File: src/rtl/uart_pkg.sv
`default_nettype none
// ============================================================================
// Module      : uart_pkg
// Description : Shared types and constants for the UART TX arbiter slice.
//               Provides the arbiter FSM state encoding and the UART byte
//               width used by the interface and the arbiter.
// Revision    : 1.0 - initial release
// ============================================================================
package uart_pkg;

    localparam int UART_DATA_W = 8;

    typedef enum logic [1:0] {
        ARB_IDLE  = 2'd0,
        ARB_SEND  = 2'd1,
        ARB_ACK   = 2'd2,
        ARB_DRAIN = 2'd3
    } uart_arb_state_t;

endpackage
`default_nettype wire

File: src/rtl/uart_tx_arbiter_if.sv
`default_nettype none
// ============================================================================
// Module      : uart_tx_arbiter_if
// Description : Requester-side byte streams plus the UART TX handshake.
//               slave  : the arbiter (consumes requests, drives the UART)
//               master : the environment (requesters and the UART itself)
// Signals     : req_valid/req_data/req_last/req_ready - per-requester stream
//               uart_tx_start/uart_tx_data/uart_tx_busy - UART TX handshake
// Revision    : 1.0 - initial release
// ============================================================================
interface uart_tx_arbiter_if #(
    parameter int NUM_REQ = 4
) ();
    import uart_pkg::*;

    logic [NUM_REQ-1:0]             req_valid;
    logic [NUM_REQ*UART_DATA_W-1:0] req_data;
    logic [NUM_REQ-1:0]             req_last;
    logic [NUM_REQ-1:0]             req_ready;
    logic                           uart_tx_start;
    logic [UART_DATA_W-1:0]         uart_tx_data;
    logic                           uart_tx_busy;

    modport master (
        output req_valid, req_data, req_last, uart_tx_busy,
        input  req_ready, uart_tx_start, uart_tx_data
    );

    modport slave (
        input  req_valid, req_data, req_last, uart_tx_busy,
        output req_ready, uart_tx_start, uart_tx_data
    );

endinterface
`default_nettype wire

File: src/rtl/rr_arbiter.sv
`default_nettype none
// ============================================================================
// Module      : rr_arbiter
// Description : Combinational rotating-priority pick. The search starts at
//               the index just after ptr and wraps, so the requester at ptr
//               has the lowest priority.
// Ports       : req     in  N       request vector
//               ptr     in  log2(N) last-served index
//               gnt_idx out log2(N) winning index (0 when none)
//               any     out 1       at least one request present
// Revision    : 1.0 - initial release
// ============================================================================
module rr_arbiter #(
    parameter int N = 4
) (
    input  logic [N-1:0]         req,
    input  logic [$clog2(N)-1:0] ptr,
    output logic [$clog2(N)-1:0] gnt_idx,
    output logic                 any
);

    localparam int IW = $clog2(N);

    logic [IW-1:0] w_idx;

    // Walk from the farthest offset down to the nearest one so that the
    // closest valid requester after ptr is the last (winning) assignment.
    always_comb begin
        gnt_idx = '0;
        any     = 1'b0;
        w_idx   = '0;
        for (int off = N; off >= 1; off--) begin
            w_idx = IW'((int'(ptr) + off) % N);
            if (req[w_idx]) begin
                gnt_idx = w_idx;
                any     = 1'b1;
            end
        end
    end

endmodule
`default_nettype wire

File: src/rtl/uart_tx_arbiter.sv
`default_nettype none
// ============================================================================
// Module      : uart_tx_arbiter
// Description : Shares one UART transmitter among NUM_REQ byte streams with
//               round-robin arbitration. A grant is held for a whole packet
//               (until req_last) or until MAX_BURST bytes (0 = unlimited),
//               and the tx_start/tx_busy handshake is sequenced so that no
//               byte overlaps another.
// Ports       : clk, rst_n          clock, async active-low reset
//               bus (slave)         request streams + UART TX handshake
//               grant_active        a requester owns the UART
//               grant_id            owner index (valid with grant_active)
//               err_ack             pulse: UART never raised busy
//               sent_count          bytes handed to the UART (wrapping)
// Revision    : 1.0 - initial release
// ============================================================================
module uart_tx_arbiter
    import uart_pkg::*;
#(
    parameter int NUM_REQ     = 4,
    parameter int MAX_BURST   = 0,
    parameter int ACK_TIMEOUT = 8,
    parameter int CNT_W       = 16
) (
    input  logic                       clk,
    input  logic                       rst_n,
    uart_tx_arbiter_if.slave           bus,
    output logic                       grant_active,
    output logic [$clog2(NUM_REQ)-1:0] grant_id,
    output logic                       err_ack,
    output logic [CNT_W-1:0]           sent_count
);

    localparam int c_ID_W    = $clog2(NUM_REQ);
    localparam int c_BURST_W = (MAX_BURST < 2) ? 1 : $clog2(MAX_BURST + 1);
    localparam int c_TMR_W   = (ACK_TIMEOUT < 2) ? 1 : $clog2(ACK_TIMEOUT + 1);

    uart_arb_state_t          r_state;
    logic [c_ID_W-1:0]        r_ptr;
    logic [c_ID_W-1:0]        r_grant_id;
    logic                     r_grant_active;
    logic [c_BURST_W-1:0]     r_burst_cnt;
    logic [c_TMR_W-1:0]       r_timer;
    logic                     r_last_q;
    logic                     r_tx_start;
    logic [UART_DATA_W-1:0]   r_tx_data;
    logic                     r_err_ack;
    logic [CNT_W-1:0]         r_sent_count;

    logic [c_ID_W-1:0]        w_win;
    logic                     w_any;
    logic [NUM_REQ-1:0]       w_ready;
    logic                     w_xfer;
    logic [UART_DATA_W-1:0]   w_byte;
    logic                     w_burst_done;

    rr_arbiter #(
        .N (NUM_REQ)
    ) u_rr (
        .req     (bus.req_valid),
        .ptr     (r_ptr),
        .gnt_idx (w_win),
        .any     (w_any)
    );

    // Only the owner can be ready, and only while the UART is idle, so a
    // byte is never accepted that could not be started on the next cycle.
    always_comb begin
        w_ready = '0;
        if (r_state == ARB_SEND) begin
            w_ready[r_grant_id] = bus.req_valid[r_grant_id] & ~bus.uart_tx_busy;
        end
    end

    assign w_xfer       = w_ready[r_grant_id];
    assign w_byte       = bus.req_data[UART_DATA_W*int'(r_grant_id) +: UART_DATA_W];
    assign w_burst_done = (MAX_BURST != 0) && (r_burst_cnt == c_BURST_W'(MAX_BURST));

    always_ff @(posedge clk or negedge rst_n) begin
        if (!rst_n) begin
            r_state        <= ARB_IDLE;
            r_ptr          <= c_ID_W'(NUM_REQ - 1);
            r_grant_id     <= '0;
            r_grant_active <= 1'b0;
            r_burst_cnt    <= '0;
            r_timer        <= '0;
            r_last_q       <= 1'b0;
            r_tx_start     <= 1'b0;
            r_tx_data      <= '0;
            r_err_ack      <= 1'b0;
            r_sent_count   <= '0;
        end else begin
            r_tx_start <= 1'b0;
            r_err_ack  <= 1'b0;
            case (r_state)
                ARB_IDLE: begin
                    if (w_any) begin
                        r_grant_id     <= w_win;
                        r_grant_active <= 1'b1;
                        r_burst_cnt    <= '0;
                        r_state        <= ARB_SEND;
                    end
                end
                ARB_SEND: begin
                    // Owner dropping valid mid-packet keeps the lock here.
                    if (w_xfer) begin
                        r_tx_start   <= 1'b1;
                        r_tx_data    <= w_byte;
                        r_last_q     <= bus.req_last[r_grant_id];
                        r_burst_cnt  <= r_burst_cnt + c_BURST_W'(1);
                        r_sent_count <= r_sent_count + CNT_W'(1);
                        r_timer      <= '0;
                        r_state      <= ARB_ACK;
                    end
                end
                ARB_ACK: begin
                    if (bus.uart_tx_busy) begin
                        r_state <= ARB_DRAIN;
                    end else if (r_timer == c_TMR_W'(ACK_TIMEOUT - 1)) begin
                        r_err_ack      <= 1'b1;
                        r_grant_active <= 1'b0;
                        r_ptr          <= r_grant_id;
                        r_state        <= ARB_IDLE;
                    end else begin
                        r_timer <= r_timer + c_TMR_W'(1);
                    end
                end
                ARB_DRAIN: begin
                    if (!bus.uart_tx_busy) begin
                        if (r_last_q || w_burst_done) begin
                            // Released owner becomes lowest priority next time.
                            r_grant_active <= 1'b0;
                            r_ptr          <= r_grant_id;
                            r_state        <= ARB_IDLE;
                        end else begin
                            r_state <= ARB_SEND;
                        end
                    end
                end
                default: r_state <= ARB_IDLE;
            endcase
        end
    end

    assign bus.req_ready     = w_ready;
    assign bus.uart_tx_start = r_tx_start;
    assign bus.uart_tx_data  = r_tx_data;
    assign grant_active      = r_grant_active;
    assign grant_id          = r_grant_id;
    assign err_ack           = r_err_ack;
    assign sent_count        = r_sent_count;

endmodule
`default_nettype wire

File: src/flat_wrapper.sv
// flat-port wrapper written by rule: the top's interface ports become plain ports
module uart_tx_arbiter_flat import uart_pkg::*;
#(
    parameter int NUM_REQ     = 4,
    parameter int MAX_BURST   = 0,
    parameter int ACK_TIMEOUT = 8,
    parameter int CNT_W       = 16
)
  (clk, rst_n, grant_active, grant_id, err_ack, sent_count, bus_req_valid, bus_req_data, bus_req_last, bus_uart_tx_busy, bus_req_ready, bus_uart_tx_start, bus_uart_tx_data);
  uart_tx_arbiter_if #(.NUM_REQ(NUM_REQ)) bus_i ();
  input  logic clk;
  input  logic rst_n;
  output logic grant_active;
  output logic [$clog2(NUM_REQ)-1:0] grant_id;
  output logic err_ack;
  output logic [CNT_W-1:0] sent_count;
  input wire logic [$bits(bus_i.req_valid)-1:0] bus_req_valid;
  input wire logic [$bits(bus_i.req_data)-1:0] bus_req_data;
  input wire logic [$bits(bus_i.req_last)-1:0] bus_req_last;
  input wire logic [$bits(bus_i.uart_tx_busy)-1:0] bus_uart_tx_busy;
  output wire logic [$bits(bus_i.req_ready)-1:0] bus_req_ready;
  output wire logic [$bits(bus_i.uart_tx_start)-1:0] bus_uart_tx_start;
  output wire logic [$bits(bus_i.uart_tx_data)-1:0] bus_uart_tx_data;
  assign bus_i.req_valid = bus_req_valid;
  assign bus_i.req_data = bus_req_data;
  assign bus_i.req_last = bus_req_last;
  assign bus_i.uart_tx_busy = bus_uart_tx_busy;
  assign bus_req_ready = bus_i.req_ready;
  assign bus_uart_tx_start = bus_i.uart_tx_start;
  assign bus_uart_tx_data = bus_i.uart_tx_data;
  uart_tx_arbiter #(.NUM_REQ(NUM_REQ), .MAX_BURST(MAX_BURST), .ACK_TIMEOUT(ACK_TIMEOUT), .CNT_W(CNT_W)) u_core (.clk(clk), .rst_n(rst_n), .bus(bus_i), .grant_active(grant_active), .grant_id(grant_id), .err_ack(err_ack), .sent_count(sent_count));
endmodule
File: config.mk
export PLATFORM = sky130hd
export DESIGN_NAME = uart_tx_arbiter_flat
export DESIGN_NICKNAME = d
export VERILOG_FILES = /design/src/rtl/uart_pkg.sv /design/src/rtl/uart_tx_arbiter_if.sv /design/src/rtl/rr_arbiter.sv /design/src/rtl/uart_tx_arbiter.sv /design/src/flat_wrapper.sv
export SDC_FILE = /design/constraint.sdc
export NUM_CORES = 1
export LEC_CHECK = 0
export BUFFER_PORTS_ARGS = -buffer_cell sky130_fd_sc_hd__clkbuf_2
export CORE_ASPECT_RATIO = 0.7
export CORE_UTILIZATION = 45
export CTS_CLUSTER_SIZE = 40
export DETAILED_ROUTE_END_ITERATION = 10
export PLACE_DENSITY = 0.83
export SLEW_MARGIN = 10
export SYNTH_ARGS = -nofsm -noshare
export SYNTH_HDL_FRONTEND = slang
export SYNTH_SLANG_ARGS = --single-unit
File: constraint.sdc
create_clock -name clk -period 2.5 [get_ports clk]
set_input_delay 0.5 -clock clk [delete_from_list [all_inputs] [get_ports clk]]
set_output_delay 0.5 -clock clk [all_outputs]
set_load 0.01 [all_outputs]
==> results of run 1 <==
placed cells by master, fill, tap and decap left out:
master,instances
bufinv_16,2
and4_1,1
nor3_1,4
o22ai_1,1
and3_1,7
inv_4,1
dfrtp_1,36
buf_4,2
nor3b_1,4
nor3b_2,1
clkbuf_8,6
ha_1,2
nand4_1,9
nor2_1,7
o21ai_0,6
nor3_2,1
xnor2_1,13
mux4_2,10
nand2_4,1
inv_1,4
dfstp_2,2
o32ai_1,1
and3b_1,1
nand2b_1,2
o31a_1,1
xor2_1,4
or4_1,1
nand3b_1,1
mux2_2,3
nand3_1,6
nand3_2,1
a21oi_1,5
mux2i_1,1
nand2_1,39
nor2b_1,1
clkbuf_2,75
registers in the layout, indices dropped and copies added, names as in the netlist:
| name | flops |
|---|---|
| u_core.bus.uart_tx_data | 8 |
| u_core.r_ptr | 2 |
| u_core.err_ack | 1 |
| u_core.grant_active | 1 |
| u_core.r_timer | 4 |
| u_core.bus.uart_tx_start | 1 |
| u_core.r_last_q | 1 |
| u_core.r_state | 2 |
| u_core.sent_count | 16 |
| u_core.grant_id | 2 |
layer usage:
| layer | wire [µm] | up-vias | track usage, % |
|---|---|---|---|
| met2 | 2090 | 57 | 33.1 |
| li1 | - | 806 | - |
| met4 | 68 | 0 | 8.16 |
| met3 | 331 | 10 | 5.20 |
| met5 | 0 | - | 0 |
| met1 | 2090 | 816 | 29.2 |
cells in the mapped netlist (2+ instances only):
master | instances | share of area, %
a21oi_1 | 5 | 1.3
and3_1 | 7 | 2.2
buf_2 | 4 | 1.0
buf_6 | 2 | 1.1
dfrtp_1 | 36 | 45
dfstp_2 | 2 | 2.6
ha_1 | 2 | 1.3
inv_1 | 4 | 0.75
mux2_2 | 3 | 1.7
mux4_2 | 10 | 11
nand2_1 | 39 | 7.4
nand2b_1 | 2 | 0.63
nand3_1 | 6 | 1.5
nand4_1 | 9 | 2.8
nor2_1 | 7 | 1.3
nor3_1 | 4 | 1.0
nor3b_1 | 4 | 1.5
o21ai_0 | 6 | 1.5
xnor2_1 | 13 | 5.7
xor2_1 | 4 | 1.8
where the power goes:
group	switching, mW	internal, mW	leakage, nW
logic	0.496	0.423	0.723
clock network	0.212	0.426	0.0714
registers	0.163	0.798	0.489
total	0.870	1.65	1.28
critical path: cells and delay by family (launching register included):
| kind | cells | cell delay [ns] |
|---|---|---|
| DFF | 1 | 0.47 |
| and+or+nand+nor | 3 | 0.74 |
| buffers and inverters | 1 | 0.16 |
how the worst min path moves through the flow:
stage	from	end	slack, ns
after floorplan	rst_n	u_core.bus.uart_tx_data[0]	0.20
after global placement	u_core.bus.uart_tx_data[7]	u_core.bus.uart_tx_data[7]	0.46
after detailed placement	u_core.bus.uart_tx_data[4]	u_core.bus.uart_tx_data[4]	0.47
after CTS	rst_n	u_core.bus.uart_tx_data[4]	0.37
after global routing	rst_n	u_core.sent_count[15]	0.42
final	rst_n	u_core.sent_count[13]	0.33
area by class of cell:
cell class                 count  area, µm²
fill                         334       1520
inverter                       5       21.3
tap                           52       65.1
sequential                    38        953
clock inverter                 2       60.1
timing repair buffer          77        390
clock buffer                   6       82.6
multi-input combinational    134        970
per-stage QoR:
| step | util, % | cell area [µm²] | setup WS (ns) |
|---|---|---|---|
| after global placement | 59.0 | 2400 | 0.441 |
| after CTS | 62.5 | 2540 | 0.324 |
| after global routing | 62.5 | 2540 | 0.243 |
| final | 62.5 | 2540 | 0.329 |
| after detailed placement | 59.0 | 2400 | 0.434 |
| after floorplan | - | 1990 | 0.554 |
logic make-up (layout without fill, tap and decap cells):
family                     after synthesis  in the layout  share of synthesized area [%]
and+or+nand+nor                         87             87                           22.5
DFF                                     38             38                           47.9
xor gates and xnor gates                17             17                           7.48
AOI/OAI and AO/OA                       14             14                           3.96
muxes                                   14             14                           13.5
buffers and inverters                   12             90                           3.39
adders and majority gates                2              2                           1.26
==> metrics.txt, run 1 <==
Core Box Area 0.00407 mm²; EDFF count, synth 0; CTS Buffer Depth 2; Initial Utilization 49.0%; Global Route Usage Sum 21.4%; commonest register cell after synthesis dfrtp_1; Wirelength per Cell 14.6 µm; Overflow after GRT 0; final cell count without fillers 314; Cells after Synth 184; DRC viols 0; Final ANT Viol Nets 0; WHS 0.335 ns; Worst EP arrival 1.67 ns; Critical Path Start u_core.r_state[0]; Worst setup EP type primary output; first-iteration detailed-routing DRC count 109; Lkg Pwr 1.28 nW; vias per inst 5.38; critical path, cell by cell nor3b_2, nand2_4, nor3b_1, clkbuf_2; RD Place Congestion 0.780; cell area after synthesis 0.00199 mm²; setup TNS 0 ns; clk_skew 0.00691 ns; maximum clock frequency 461 MHz; number of global-route vias before repair 1610; Post-Route WL 4580 µm; status finished clean; RSZ-0062 raised after global routing false; initial antenna violation count 0; YS warnings 0; I/O pin count 76; VDD IR max 0.570 mV; TritonRoute pass-1 iters 6; Slew Viols, Final 0; clock tree root buffer cell clkbuf_8; CTS Sinks 38; Final period util 86.8%; clock slew seen by the registers of the worst setup and hold paths 0.07 ns; Final Critical Period 2.17 ns; FF-to-FF End u_core.r_ptr[1]; CTS Buf Count 5; Synth-to-Final Area Change 27.7%; worst-path cell with the longest stage delay dfrtp_1; worst reg2reg path depth 5; total chip power 2.52 mW; ys async rst share 100%; largest net degree at the start of global routing 39; ANT cells 0; Max-slew headroom 38.9%; Critical Path Sink bus_req_ready[2]; Clock Latency Late Sink 0.29 ns; HPWL after detailed placement 3360 µm; Post-layout nets 306; via count 1689; mean post-synth cell area 10.8 µm²; sequential share of the synthesized area 47.9%; CTS H-tree depth 2; Setup Buffers After CTS 0; Crit Path Class register to primary output; reg2reg start u_core.r_timer[0]; pwr dens 990 mW/mm²; port bufs 75; Max-Cap Viols 0; final hold vios 0; die height 57.6 µm; placed cells 306; Worst-Margin Slew 0.917 ns; CTS resizes 0; first-pass GRT wire length 7450 µm; R2R setup slack 0.70 ns; overall die width 81.5 µm; Largest stage delay, worst path 0.47 ns; worst-path fanout max 17; final setup violation count 0; die area 0.00470 mm²; Yosys cell types 35; Yosys reg bits 38; CTS tree done; number of placement rows 19; CP startpoint kind register; Worst EP required 2.00 ns; share of cells above drive strength 1 40.1%; Hold Crit Class input pin to asynchronous set/reset pin; syn_nets 229; hold buffers post-CTS 0
Note: power is estimated with default switching activity, not from simulation.
==> run 2: changes to the inputs <==
--- a/config.mk
+++ b/config.mk
@@ -5,12 +5,14 @@
 export SDC_FILE = /design/constraint.sdc
 export NUM_CORES = 1
 export LEC_CHECK = 0
+export ABC_AREA = 1
 export BUFFER_PORTS_ARGS = -buffer_cell sky130_fd_sc_hd__clkbuf_2
+export CAP_MARGIN = 0
 export CORE_ASPECT_RATIO = 0.7
 export CORE_UTILIZATION = 45
 export CTS_CLUSTER_SIZE = 40
 export DETAILED_ROUTE_END_ITERATION = 10
-export PLACE_DENSITY = 0.83
+export PLACE_DENSITY = 0.8
 export SLEW_MARGIN = 10
 export SYNTH_ARGS = -nofsm -noshare
 export SYNTH_HDL_FRONTEND = slang
==> metrics.txt, run 2 <==
status finished clean; Largest stage delay, worst path 0.48 ns (about the same); I/O pin count 76 (unchanged); met2 usage 32.3% (-0.80 points); Final Critical Period 2.21 ns (+0.0371 ns); Critical path buffers and inverters 2 (+1); largest net degree at the start of global routing 39 (unchanged); hold buffers post-CTS 0 (unchanged); CTS Sinks 38 (unchanged); placed inst area 0.00291 mm² (+21%); most frequent cells in the layout nand2_1, clkbuf_2, nand3_1, dfrtp_1, inv_1; Core Box Area 0.00531 mm² (+31%); CP startpoint kind register; area leader, netlist dfrtp_1; RD Place Congestion 0.902 (+16%); Slew Viols, Final 0 (unchanged); worst-path cell with the longest stage delay dfrtp_1; cell area after synthesis 0.00251 mm² (+26%); Worst EP arrival 1.71 ns (+0.04 ns); HPWL after detailed placement 4740 µm (+41%); Cells after Synth 333 (+81%); DRC viols 0 (unchanged); VDD IR max 0.446 mV (-22%); maximum clock frequency 453 MHz (-1.7%); Critical Path Start u_core.grant_id[0]; port bufs 75 (unchanged); TritonRoute pass-1 iters 5 (-1); Yosys reg bits 38 (unchanged); commonest register cell after synthesis dfrtp_1; mean post-synth cell area 7.55 µm² (-30%); sequential share of the synthesized area 37.9% (-10 points); syn_nets 378 (+65%); die height 64.5 µm (+12%); Synth-to-Final Area Change 20.6%; CTS Buffer Depth 2 (unchanged); final cell count without fillers 486 (+55%); Initial Utilization 47.3% (-1.6 points); grt peak-use layer met2; clk_skew 0.00423 ns (-0.00268 ns); CTS Buf Count 5 (unchanged); Pint 1.80 mW (+9.5%); setup TNS 0 ns (unchanged); share of the synthesized area in the top cell type 35.8% (-9.4 points); RSZ-0062 raised after global routing false; Yosys cell types 33 (-5.7%); met1 Usage GRT 32.0% (+2.8 points); Worst EP required 2.00 ns (about the same); final setup violation count 0 (unchanged); sw frac 47.7% (+13 points); Worst setup EP type primary output; CTS H-tree depth 2 (unchanged); Final Instance Area 0.00303 mm² (+19%); worst-path fanout max 11 (-6); Clock power frac 12.8% (-13 points); Top Family by Delay on Critical Path flip-flops; die area 0.00590 mm² (+26%); first-pass GRT wire length 10200 µm (+37%); Post-layout nets 458 (+50%); ys async rst share 100% (unchanged); clock slew seen by the registers of the worst setup and hold paths 0.08 ns (about the same); clock tree root buffer cell clkbuf_8; Worst-Margin Slew 0.477 ns (-0.440 ns); via count 2441 (+45%); Lkg Pwr 1.57 nW (+22%); synth top area cells dfrtp_1, nand2_1, nand3_1; critical path, cell by cell buf_4, nor2_2, a21oi_2, nand2_2, nand3_4, nor3_2, clkbuf_2; Crit Path Class register to primary output; Logic pwr share 53.8% (+17 points); Max-slew headroom 68.2% (+29 points); Max-Cap Viols 0 (unchanged); Hold Crit Class input pin to asynchronous set/reset pin; final hold vios 0 (unchanged); CTS tree done; first-iteration detailed-routing DRC count 168 (+54%); overall die width 91.4 µm (+12%); YS warnings 0 (unchanged); Commonest cells post-synth nand2_1, nand3_1, dfrtp_1; EDFF count, synth 0 (unchanged); Final ANT Viol Nets 0 (unchanged); placed cells 475 (+55%); Post-Route WL 6000 µm (+31%); reg2reg start u_core.grant_id[0]; commonest non-fill, non-tap cell in the layout nand2_1; initial antenna violation count 0 (unchanged); vias per inst 5.02 (-6.6%); pwr dens 1140 mW/mm² (+15%); Overflow after GRT 0 (unchanged); Global Route Usage Sum 21.8% (+0.45 points); Clock Latency Late Sink 0.29 ns (about the same); ANT cells 0 (unchanged); Util after Layout 57.1% (-5.5 points); Final period util 88.3% (+1.5 points); cell with the most instances after synthesis nand2_1; Reg power frac 33.4% (-4.8 points); Psw 1.64 mW (+89%); max FFs per register 16 (unchanged); share of cells above drive strength 1 32.6% (-7.5 points); number of global-route vias before repair 2246 (+40%); Wirelength per Cell 12.3 µm (-15%); met3 Resource Use GR 4.81% (-0.38 points); number of placement rows 22 (+3)
run 2: power groups by stage:
stage / Sequential, mW / Combinational, mW / Clock [mW]
floorplan: 1.16 / 1.31 / 0
global placement: 1.14 / 1.77 / 0
detailed placement: 1.15 / 1.82 / 0
CTS: 1.14 / 1.83 / 0.454
global route: 1.19 / 2.08 / 0.475
finish: 1.15 / 1.86 / 0.440
run 2: cells by family (layout without fill, tap and decap cells):
logic type      count (synthesis)  in the layout  share of synthesized area (%)
xor+xnor                       16             16                           5.57
fa+ha+maj                       2              2                          0.995
flops                          38             38                           37.9
compound gates                 45             45                           12.8
simple gates                  189            189                           33.5
buf+inv                        43            124                           9.15
run 2: worst paths after layout:
path                                         endpoint  slack, ns  cells past startpoint
hold / removal                   u_core.sent_count[8]       0.24                      2
setup / recovery                     bus_req_ready[2]       0.29                      7
hold reg to reg            u_core.bus.uart_tx_data[3]       0.50                      2
setup reg to reg                 u_core.sent_count[7]       0.53                      9
max in group asynchronous             u_core.r_ptr[1]       1.90                      2
min in group clk                       u_core.err_ack       0.45                      2
run 2: what timing repair did:
action                                  in CTS  in global routing
endpoints found under the setup margin       0                  4
setup buffers                                0                  3
gates resized for setup                      0                  1
run 2: worst reg2reg max path, delay by kind of cell, from the launching register on:
family	cells	cell delay, ns
AOI/OAI and AO/OA	2	0.21
and+or+nand+nor	4	0.41
buffers and inverters	3	0.72
DFF	1	0.52
run 2: through the flow:
step | total power, mW | hold WS, ns | setup slack, ns
3_3_place_gp | 2.91 | 0.482 | 0.468
2_1_floorplan | 2.46 | 0.204 | 0.516
3_5_place_dp | 2.97 | 0.469 | 0.380
6_report | 3.45 | 0.242 | 0.292
5_1_grt | 3.75 | 0.283 | 0.156
4_1_cts | 3.43 | 0.261 | 0.0537
run 2: routing by layer:
| metal | share of wire (%) | wire [µm] | vias to the layer above |
|---|---|---|---|
| met5 | 0 | 0 | - |
| met4 | 1.0 | 61 | 0 |
| met3 | 6.9 | 412 | 9 |
| met2 | 42 | 2510 | 97 |
| met1 | 50 | 3020 | 1098 |
| li1 | - | - | 1237 |
run 2: final cells by class:
type | count | area, µm²
flip-flops and latches | 38 | 953
clock buffers | 6 | 82.6
clock inverters | 2 | 12.5
multi-input cells | 252 | 1330
fillers | 491 | 2280
repair buffers | 82 | 428
inverters | 34 | 135
well taps | 72 | 90.1
==> run 3: changes to the inputs <==
--- a/config.mk
+++ b/config.mk
@@ -9,10 +9,11 @@
 export BUFFER_PORTS_ARGS = -buffer_cell sky130_fd_sc_hd__clkbuf_2
 export CAP_MARGIN = 0
 export CORE_ASPECT_RATIO = 0.7
+export CORE_MARGIN = 4
 export CORE_UTILIZATION = 45
 export CTS_CLUSTER_SIZE = 40
 export DETAILED_ROUTE_END_ITERATION = 10
-export PLACE_DENSITY = 0.8
+export PLACE_DENSITY = 0.71
 export SLEW_MARGIN = 10
 export SYNTH_ARGS = -nofsm -noshare
 export SYNTH_HDL_FRONTEND = slang
==> metrics.txt, run 3 (synthesis results as in run 2) <==
status finished clean; clock tree root buffer cell clkbuf_8; Wirelength per Cell 12.7 µm (+3.1%); Worst-Margin Slew 0.464 ns (-0.0132 ns); clk_skew 0.00617 ns (+0.00194 ns); CTS Sinks 38 (unchanged); Post-layout nets 457 (-0.22%); RSZ-0062 raised after global routing false; Initial Utilization 47.3% (unchanged); setup TNS 0 ns (unchanged); die height 70.5 µm (+9.3%); Core Box Area 0.00531 mm² (unchanged); Global Route Usage Sum 18.2% (-3.6 points); largest net degree at the start of global routing 39 (unchanged); RD Place Congestion 0.910 (+0.86%); Max-slew headroom 69.1% (+0.88 points); worst-path fanout max 15 (+4); DRC viols 0 (unchanged); I/O pin count 76 (unchanged); port bufs 75 (unchanged); overall die width 97.4 µm (+6.6%); most frequent cells in the layout nand2_1, clkbuf_2, nand3_1, dfrtp_1, inv_1; maximum clock frequency 429 MHz (-5.3%); worst reg2reg path depth 10 (+1); Overflow after GRT 0 (unchanged); via count 2431 (-0.41%); final cell count without fillers 485 (-0.21%); pwr dens 1130 mW/mm² (-0.16%); HPWL after detailed placement 5000 µm (+5.6%); final setup violation count 0 (unchanged); final hold vios 0 (unchanged); Util after Layout 57.0% (-0.094 points); CTS tree done; Lkg Pwr 1.56 nW (-0.29%); Clock Latency Late Sink 0.29 ns (about the same); first-pass GRT wire length 10200 µm (-0.34%); CTS Buf Count 5 (unchanged); Final Critical Period 2.33 ns (+0.124 ns); Worst EP arrival 1.83 ns (+0.12 ns); R2R setup slack 0.55 ns (+0.02 ns); ANT cells 0 (unchanged); vias per inst 5.01 (-0.20%); placed cells 475 (unchanged); CP startpoint kind register; Worst EP required 2.00 ns (about the same); Slew Viols, Final 0 (unchanged); VDD IR max 0.512 mV (+15%); CTS Buffer Depth 2 (unchanged); first-iteration detailed-routing DRC count 178 (+6.0%); filler cell count 495 (+0.81%); Post-Route WL 6170 µm (+2.9%); initial antenna violation count 0 (unchanged); FF-to-FF End u_core.sent_count[8]; Final period util 93.3% (+4.9 points); clock slew seen by the registers of the worst setup and hold paths 0.07 ns (about the same); die area 0.00687 mm² (+16%); share of cells above drive strength 1 32.4% (-0.16 points); CTS H-tree depth 2 (unchanged); number of global-route vias before repair 2203 (-1.9%); commonest non-fill, non-tap cell in the layout nand2_1; number of placement rows 22 (unchanged); reg2reg start u_core.grant_id[1]; Synth-to-Final Area Change 20.4%; Crit Path Class register to primary output; Max-Cap Viols 0 (unchanged); max FFs per register 16 (unchanged); TritonRoute pass-1 iters 4 (-1); Worst setup EP type primary output; Final ANT Viol Nets 0 (unchanged); total chip power 3.44 mW (-0.32%); Hold Crit Class input pin to asynchronous set/reset pin
-- run 3: timing repair --
| item | in CTS | in global routing |
|---|---|---|
| setup endpoints to repair | 0 | 4 |
| hold buffers | 0 | 0 |
| gates resized for setup | 0 | 3 |
| setup buffers | 0 | 2 |
-- run 3: stage by stage --
stage	hold slack (ns)	setup WS (ns)	area (µm²)
after floorplan	0.204	0.516	2510
after global placement	0.482	0.431	2910
after detailed placement	0.477	0.373	2910
after CTS	0.256	0.0516	3000
after global routing	0.281	0.0308	3030
final	0.232	0.168	3030
-- run 3: critical path, stage by stage, from the launching register on --
cell and delay, ns:
dfrtp_1 0.49, inv_4 0.19, nand2_1 0.09, nor2_1 0.14
a21oi_2 0.05, nand2_2 0.10, nand3_4 0.17, nor3_2 0.16
clkbuf_2 0.16
-- run 3: layer usage --
layer,global-route usage (%),up-vias,share of wire [%]
met4,5.68,0,1.5
met3,4.43,10,8.3
met2,25.5,94,41
met1,27.7,1095,49
met5,0,-,0
li1,-,1232,-
-- run 3: power breakdown --
| group | switching (mW) | leakage [nW] | internal [mW] |
|---|---|---|---|
| combinational | 1.14 | 1.04 | 0.699 |
| clock | 0.211 | 0.0482 | 0.222 |
| sequential | 0.287 | 0.476 | 0.878 |
-- run 3: how the worst max path moves through the flow --
| stage | start | end | slack [ns] | cells after the start |
|---|---|---|---|---|
| 4_1_cts | u_core.grant_id[0] | bus_req_ready[0] | 0.05 | 6 |
| 5_1_grt | u_core.grant_id[1] | bus_req_ready[2] | 0.03 | 7 |
| 3_5_place_dp | u_core.grant_id[0] | bus_req_ready[0] | 0.37 | 6 |
| 3_3_place_gp | u_core.grant_id[0] | bus_req_ready[0] | 0.43 | 6 |
| 2_1_floorplan | u_core.grant_id[0] | bus_req_ready[0] | 0.52 | 7 |
| 6_report | u_core.grant_id[1] | bus_req_ready[0] | 0.17 | 8 |
-- run 3: layout make-up --
type | instances | area (µm²) | share of cell area [%]
multi-input combinational | 252 | 1340 | 44.1
inverter | 34 | 135 | 4.46
timing repair buffer | 81 | 420 | 13.9
tap | 72 | 90.1 | 2.98
clock inverter | 1 | 5.00 | 0.165
sequential | 38 | 955 | 31.5
clock buffer | 7 | 86.3 | 2.85
